<file path="src/rtl/pipeline_stall_ctrl.sv">
// Stall/flush scheduler for the 5-stage pipeline: load-use, taken-branch squash, dmem wait with timeout trap.
// Optional stall counter output enabled by defining PIPE_STALL_CNT_EN.
module pipeline_stall_ctrl #(
    parameter int unsigned TIMEOUT = 255
) (
    input  logic       clk,
    input  logic       reset,
    input  logic [4:0] id_rs,
    input  logic [4:0] id_rt,
    input  logic       id_uses_rt,
    input  logic       id_branch_taken,
    input  logic       ex_memread,
    input  logic [4:0] ex_rd,
    input  logic       mem_access,
    input  logic       dmem_ack,
    output logic       pc_en,
    output logic       ifid_en,
    output logic       exmem_en,
    output logic       memwb_en,
    output logic       ifid_flush,
    output logic       idex_flush,
    output logic       memwb_bubble,
    output logic       dmem_req,
    output logic       bus_err
`ifdef PIPE_STALL_CNT_EN
    ,
    output logic [31:0] stall_cycles
`endif
);

    typedef enum logic [1:0] {
        ST_RUN,
        ST_MEM_WAIT,
        ST_ERROR
    } state_e;

    localparam logic [15:0] TIMEOUT_W = 16'(TIMEOUT);

    state_e      state_q, state_d;
    logic [15:0] wait_cnt_q, wait_cnt_d;
    logic        load_use;
    logic        mem_stall;

    assign load_use = ex_memread && (ex_rd != 5'd0) &&
                      ((ex_rd == id_rs) || (id_uses_rt && (ex_rd == id_rt)));

    always_ff @(posedge clk or negedge reset) begin
        if (!reset) begin
            state_q    <= ST_RUN;
            wait_cnt_q <= '0;
        end else begin
            state_q    <= state_d;
            wait_cnt_q <= wait_cnt_d;
        end
    end

    always_comb begin
        state_d      = state_q;
        wait_cnt_d   = wait_cnt_q;
        mem_stall    = 1'b0;
        pc_en        = 1'b0;
        ifid_en      = 1'b0;
        exmem_en     = 1'b0;
        memwb_en     = 1'b0;
        ifid_flush   = 1'b0;
        idex_flush   = 1'b0;
        memwb_bubble = 1'b0;
        dmem_req     = 1'b0;
        bus_err      = 1'b0;

        case (state_q)
            ST_RUN, ST_MEM_WAIT: begin
                mem_stall = ((state_q == ST_MEM_WAIT) || mem_access) && !dmem_ack;
                if (mem_stall) begin
                    dmem_req     = 1'b1;
                    memwb_en     = 1'b1;
                    memwb_bubble = 1'b1;
                    if (state_q == ST_RUN) begin
                        state_d    = ST_MEM_WAIT;
                        wait_cnt_d = 16'd1;
                    end else if (wait_cnt_q == TIMEOUT_W) begin
                        state_d = ST_ERROR;
                    end else begin
                        wait_cnt_d = wait_cnt_q + 16'd1;
                    end
                end else begin
                    // Release cycle re-evaluates ID hazards: frozen registers still present them.
                    dmem_req   = mem_access || (state_q == ST_MEM_WAIT);
                    state_d    = ST_RUN;
                    wait_cnt_d = '0;
                    exmem_en   = 1'b1;
                    memwb_en   = 1'b1;
                    if (load_use) begin
                        idex_flush = 1'b1;
                    end else begin
                        pc_en      = 1'b1;
                        ifid_en    = 1'b1;
                        ifid_flush = id_branch_taken;
                    end
                end
            end
            default: begin
                bus_err = 1'b1;
            end
        endcase

        if (!reset) begin
            pc_en        = 1'b0;
            ifid_en      = 1'b0;
            exmem_en     = 1'b0;
            memwb_en     = 1'b0;
            ifid_flush   = 1'b0;
            idex_flush   = 1'b0;
            memwb_bubble = 1'b0;
            dmem_req     = 1'b0;
            bus_err      = 1'b0;
        end
    end

`ifdef PIPE_STALL_CNT_EN
    logic [31:0] stall_cnt_q, stall_cnt_d;

    always_comb begin
        stall_cnt_d = stall_cnt_q;
        if ((state_q != ST_ERROR) && !pc_en && (stall_cnt_q != '1)) begin
            stall_cnt_d = stall_cnt_q + 32'd1;
        end
    end

    always_ff @(posedge clk or negedge reset) begin
        if (!reset) begin
            stall_cnt_q <= '0;
        end else begin
            stall_cnt_q <= stall_cnt_d;
        end
    end

    assign stall_cycles = stall_cnt_q;
`endif

endmodule

</file>
<file path="config.mk">
export PLATFORM = sky130hd
export DESIGN_NAME = pipeline_stall_ctrl
export DESIGN_NICKNAME = d
export VERILOG_FILES = /design/src/rtl/pipeline_stall_ctrl.sv
export SDC_FILE = /design/constraint.sdc
export NUM_CORES = 1
export LEC_CHECK = 0
export ABC_AREA = 1
export BUFFER_PORTS_ARGS = -buffer_cell sky130_fd_sc_hd__buf_2
export CAP_MARGIN = 20
export CORE_MARGIN = 10
export CORE_UTILIZATION = 58
export DETAILED_ROUTE_END_ITERATION = 8
export PLACE_DENSITY = 0.84
export SLEW_MARGIN = 0
export SYNTH_ARGS = -nofsm -noshare
export SYNTH_HDL_FRONTEND = slang
export SYNTH_SLANG_ARGS = --single-unit
</file>
<file path="constraint.sdc">
create_clock -name clk -period 3.93 [get_ports clk]
set_input_delay 1.179 -clock clk [delete_from_list [all_inputs] [get_ports clk]]
set_output_delay 1.179 -clock clk [all_outputs]
set_load 0.005 [all_outputs]
</file>
==> Word level (Yosys, flattened, before mapping) <==
Cells that the tools add are included.
{ "word_totals": {"inputBits": 22, "word_cells": 52, "register_bits": 18, "out_inout_bits": 9} }
{ "classes": {"n_mux": 31, "reduce_logical": 12, "addsub": 1, "eq_ne": 6} }
{ "op_table": {"columns": ["operator", "n"], "rows": [
  ["16-bit two-way mux", 3],
  ["1-bit two-way mux", 25],
  ["16-bit by 1-bit adder with 16-bit output, second input constant", 1],
  ["16-bit by 8-bit == test with 1-bit output, second input constant", 1],
  ["5-bit == test", 2],
  ["2-bit two-way mux", 3],
  ["5-bit nonzero test", 1],
  ["1-bit logical AND", 4],
  ["2-bit AND reduction", 2],
  ["3-bit by 1-bit != test with 1-bit output, second input constant", 1],
  ["3-bit != test, second input constant", 1],
  ["2-bit by 1-bit == test with 1-bit output, second input constant", 1],
  ["2-bit zero test", 1],
  ["1-bit logical OR", 2],
  ["2-bit OR reduction", 1],
  ["1-bit zero test", 1]
]} }

==> Depth between registers and ports, before layout <==
{ "logic_depth": {"word_depth": 8, "mapped_depth": 12, "mapped_depth_nobuf": 12} }

==> Least setup slack after synthesis <==
Ideal clock, no wire load.
{ "synth_path": {"kind": "input -> output", "from": "in ex_rd[2]", "to": "out pc_en", "stages": 8, "setup_slack_ns": 0.923, "path_buffers": 1, "arrival_ns": 1.828, "cell_sequence": "xor2_1 nor2_1 nand3_1 nand2_1 nand2_1 nand2_1 inv_1 buf_4"} }
{ "synth_via": {"elab_chain_len": 8, "word_cells_on_any_way": 11, "cone_classes": "eq/ne (2); mux (4); reduce/logical (5)"} }
{ "synth_lines": {"columns": ["element", "line_no", "rtl"], "rows": [
  ["start: declaration", "13", "input logic [4:0] ex_rd,"],
  ["5-bit == test", "45", "((ex_rd == id_rs) || (id_uses_rt && (ex_rd == id_rt)));"],
  ["1-bit logical AND", "45", null],
  ["1-bit logical OR", "45", null],
  ["1-bit logical AND (*)", "44", "assign load_use = ex_memread && (ex_rd != 5'd0) &&"],
  ["1-bit two-way mux (*) (4 in series)", null, null],
  ["end: declaration", "16", "output logic pc_en,"]
]} }
Every way passes the cells marked *; elsewhere a longest branch is shown, timed or not.

==> Final worst setup path <==
{ "layout_path": {"from": "in ex_rd[4]", "to": "out ifid_en"} }
{ "layout_via": {"elab_chain_len": 8, "word_cells_on_any_way": 11, "cone_classes": "eq/ne (2); mux (4); reduce/logical (5)"} }
{ "layout_lines": {"columns": ["element", "line_no", "rtl"], "rows": [
  ["5-bit == test", "45", null],
  ["1-bit logical AND", "45", null],
  ["1-bit logical OR", "45", null],
  ["1-bit logical AND (*)", "44", null],
  ["1-bit two-way mux (*)", "93", "if (load_use) begin"],
  ["1-bit two-way mux (*)", "74", "if (mem_stall) begin"],
  ["1-bit two-way mux (*)", "71", "case (state_q)"],
  ["1-bit two-way mux (*)", "107", "if (!reset) begin"],
  ["end: declaration", "17", "output logic ifid_en,"]
]} }
Marks and branches as above.

==> Implementation_results.wiki <==
{| class="wikitable"
! Metric !! Value
|-
| Share of the yosys chip area belonging to registers || 0.307
|-
| Layout overhead on the synthesized area || 13.7%
|-
| Final setup violation count || 0
|-
| Final std cell area, no fill || 1670 sq um
|-
| Via count of the first global-routing pass || 1415
|-
| Multi-input combinational cell area || 851 sq um
|-
| Hold buffers post-CTS || 0
|-
| Logic pwr share || 0.160
|-
| Count of yosys warnings during synthesis || 0
|-
| Post-detailed-placement half-perimeter wirelength || 2870 microns
|-
| Worst setup slack for register-to-register paths || 2080 ps
|-
| Max Freq || 0.314 GHz
|-
| CTS Buf Count || 3
|-
| Element type at the critical path end || primary output
|-
| Number of fillers in the final layout || 232
|-
| Final hold violations || 0
|-
| Tightest Pin Transition || 562 ps
|-
| VDD IR-drop max || 0.000243 V
|-
| Global routing usage summed across all routing layers || 0.151
|-
| Outcome || finished clean
|-
| Final cycle utilization of the critical path || 0.810
|-
| Average detailed-routed wire length per instance || 12.7 microns
|-
| Die H || 70.3 microns
|-
| Final #Nets || 284
|-
| Remaining number of nets flagged by the antenna check after routing || 0
|-
| Number of remaining DRC errors || 0
|-
| Via density per instance || 5.12
|-
| Sequential Power Share || 0.516
|-
| Count of clock tree sinks || 18
|-
| Setup repair after global routing missed its margin || no
|-
| Post-Syn Area || 1470 sq um
|-
| Total negative slack || 0 ps
|-
| Required time at the worst-slack endpoint || 2750 ps
|-
| Final max-slew violation count || 0
|-
| Minimum hold slack || 569 ps
|-
| Path category of the worst min-delay check || reg2reg
|-
| Max_slew headroom || 0.624
|-
| DRC marker count from the first detailed-route iteration || 100
|-
| Share of total power consumed by net switching || 0.273
|-
| Pin count of the biggest net entering global routing || 20
|-
| Switching power of the nets || 0.000100 W
|-
| Mean instance size in the synthesized netlist || 6.43 sq um
|-
| Root cell of the clock tree || clkbuf_4
|-
| #FFs+latches synth || 18
|-
| Total congestion overflow after global routing || 0
|-
| I/O pin count || 31
|-
| Setup WS pre-CTS || 745 ps
|-
| Worst endpoint data arrival time || 2000 ps
|-
| Std-Cell Core Area || 2450 sq um
|-
| Number of post-CTS setup repair buffers || 0
|-
| Yosys cell types || 26
|-
| Bufs on Longest Clock Path || 2
|-
| Max FO, Critical Path || 3
|-
| Area occupied by registers || 450 sq um
|-
| Final wirelength || 3680 microns
|-
| Met3 Use GR || 0.0325
|-
| Number of antenna violations at the first check in global routing || 0
|-
| Overall die width || 70.3 microns
|-
| First-pass GRT wire length || 6350 microns
|-
| Clock power frac || 0.323
|-
| TritonCTS clock tree || done
|-
| P_int || 0.000267 W
|-
| Layout cell share with drive strength beyond 1 || 0.200
|-
| Total power divided by cell area || 220 nW/um^2
|-
| Overall die area || 4940 sq um
|-
| Synthesized Nets || 251
|-
| Setup crit start kind || input pin
|-
| GR met2 Demand/Resource || 0.264
|-
| Crit Path Category || in2out
|-
| Maxcap violations || 0
|-
| Clock latency at the later pin of the worst-skew pair || 310 ps
|-
| Final Wtd Congestion || 0.947
|-
| Routed vias || 1485
|-
| Router iterations before antenna repair || 4
|-
| Buffers added on ports || 30
|-
| Number of instances in the synthesized netlist || 228
|-
| Minimum setup slack in the final design || 748 ps
|-
| Starting Density || 0.597
|-
| Final Critical Period || 3180 ps
|-
| Post-place instance area || 1630 sq um
|-
| Clk_skew || 8.13 ps
|-
| Rows || 18
|-
| Resize count post-CTS || 0
|-
| Leakage dissipation || 0.900 nW
|-
| Count of inserted antenna diode cells || 0
|-
| Most utilized layer in the global route result || met2
|-
| Routing usage on met1 || 0.168
|-
| Number of H-tree levels || 1
|-
| Worst-path clk slew || 100 ps
|}
-- final cells by class --
cell class	instances	area share
multi-input cells	173	0.510
inverters	34	0.0810
repair buffers	31	0.0945
clock buffers	4	0.0218
well taps	30	0.0225
flip-flops and latches	18	0.270
-- cell usage in the layout, fill, tap and decap left out, drive strengths merged --
cell / netlist / final
o21bai: 1 / 1
nor2: 43 / 43
xnor2: 1 / 1
ha: 1 / 1
a21oi: 6 / 6
nand2: 69 / 69
o21ai: 14 / 14
buf: 3 / 31
inv: 34 / 34
clkbuf: 0 / 4
xor2: 9 / 9
nor3: 3 / 3
nand4: 9 / 9
nand3: 16 / 16
a21o: 1 / 1
dfrtp: 18 / 18
-- synthesized netlist by cell type, drive strengths merged --
cell,number,share of area
a21o,1,0.0051
a21oi,6,0.023
buf,3,0.020
dfrtp,18,0.31
ha,1,0.0085
inv,34,0.092
nand2,69,0.21
nand3,16,0.058
nand4,9,0.038
nor2,43,0.11
nor3,3,0.010
o21ai,14,0.050
o21bai,1,0.0051
xnor2,1,0.0060
xor2,9,0.054
-- layer usage --
metal | vias to the layer above | share of wire
met5 | - | 0
met4 | 0 | 0.026
met3 | 10 | 0.046
met2 | 38 | 0.49
met1 | 658 | 0.44
li1 | 779 | -
-- sequential cells by signal, indices dropped and copies added, names as in the netlist --
register	count
wait_cnt_q	16
state_q	2
-- cells by family (layout without fill, tap and decap cells) --
group	count (synthesis)	in the layout	synth area share
AO/OA/AOI/OAI	22	22	0.0836
XOR/XNOR	10	10	0.0597
adder cells (fa/ha/maj)	1	1	0.00853
flip-flops	18	18	0.307
buffers and inverters	37	69	0.113
AND/OR/NAND/NOR	140	140	0.428
-- worst max-delay path: stages --
cell and delay (ps):
buf_2 130, xor2_1 160, nor2_1 110, nand3_1 70, nand2_1 70, nand2_1 60, nand2_1 70, inv_1 50
buf_2 120
-- metrics by stage --
| step | util | cells | total power, W |
|---|---|---|---|
| floorplan | - | 228 | 0.000224 |
| global placement | 0.665 | 286 | 0.000251 |
| detailed placement | 0.665 | 286 | 0.000252 |
| CTS | 0.679 | 290 | 0.000370 |
| global route | 0.679 | 290 | 0.000383 |
| finish | 0.679 | 290 | 0.000367 |
-- worst paths after layout --
check,from,endpoint,cells after the start
worst max-delay path,ex_rd[4],ifid_en,9
worst min-delay path,wait_cnt_q[4],wait_cnt_q[4],2
worst max register to register,wait_cnt_q[0],wait_cnt_q[3],9
worst min register to register,wait_cnt_q[4],wait_cnt_q[4],2
max in group asynchronous,reset,wait_cnt_q[2],2
min in group asynchronous,reset,wait_cnt_q[13],2
-- power groups by stage --
stage / Clock, W / Sequential (W) / Combinational, W
6_report: 0.000119 / 0.000190 / 0.0000588
5_1_grt: 0.000126 / 0.000190 / 0.0000666
4_1_cts: 0.000121 / 0.000190 / 0.0000594
3_5_place_dp: 0 / 0.000193 / 0.0000592
3_3_place_gp: 0 / 0.000193 / 0.0000582
2_1_floorplan: 0 / 0.000193 / 0.0000318
Power figures use the tool's default switching activity.
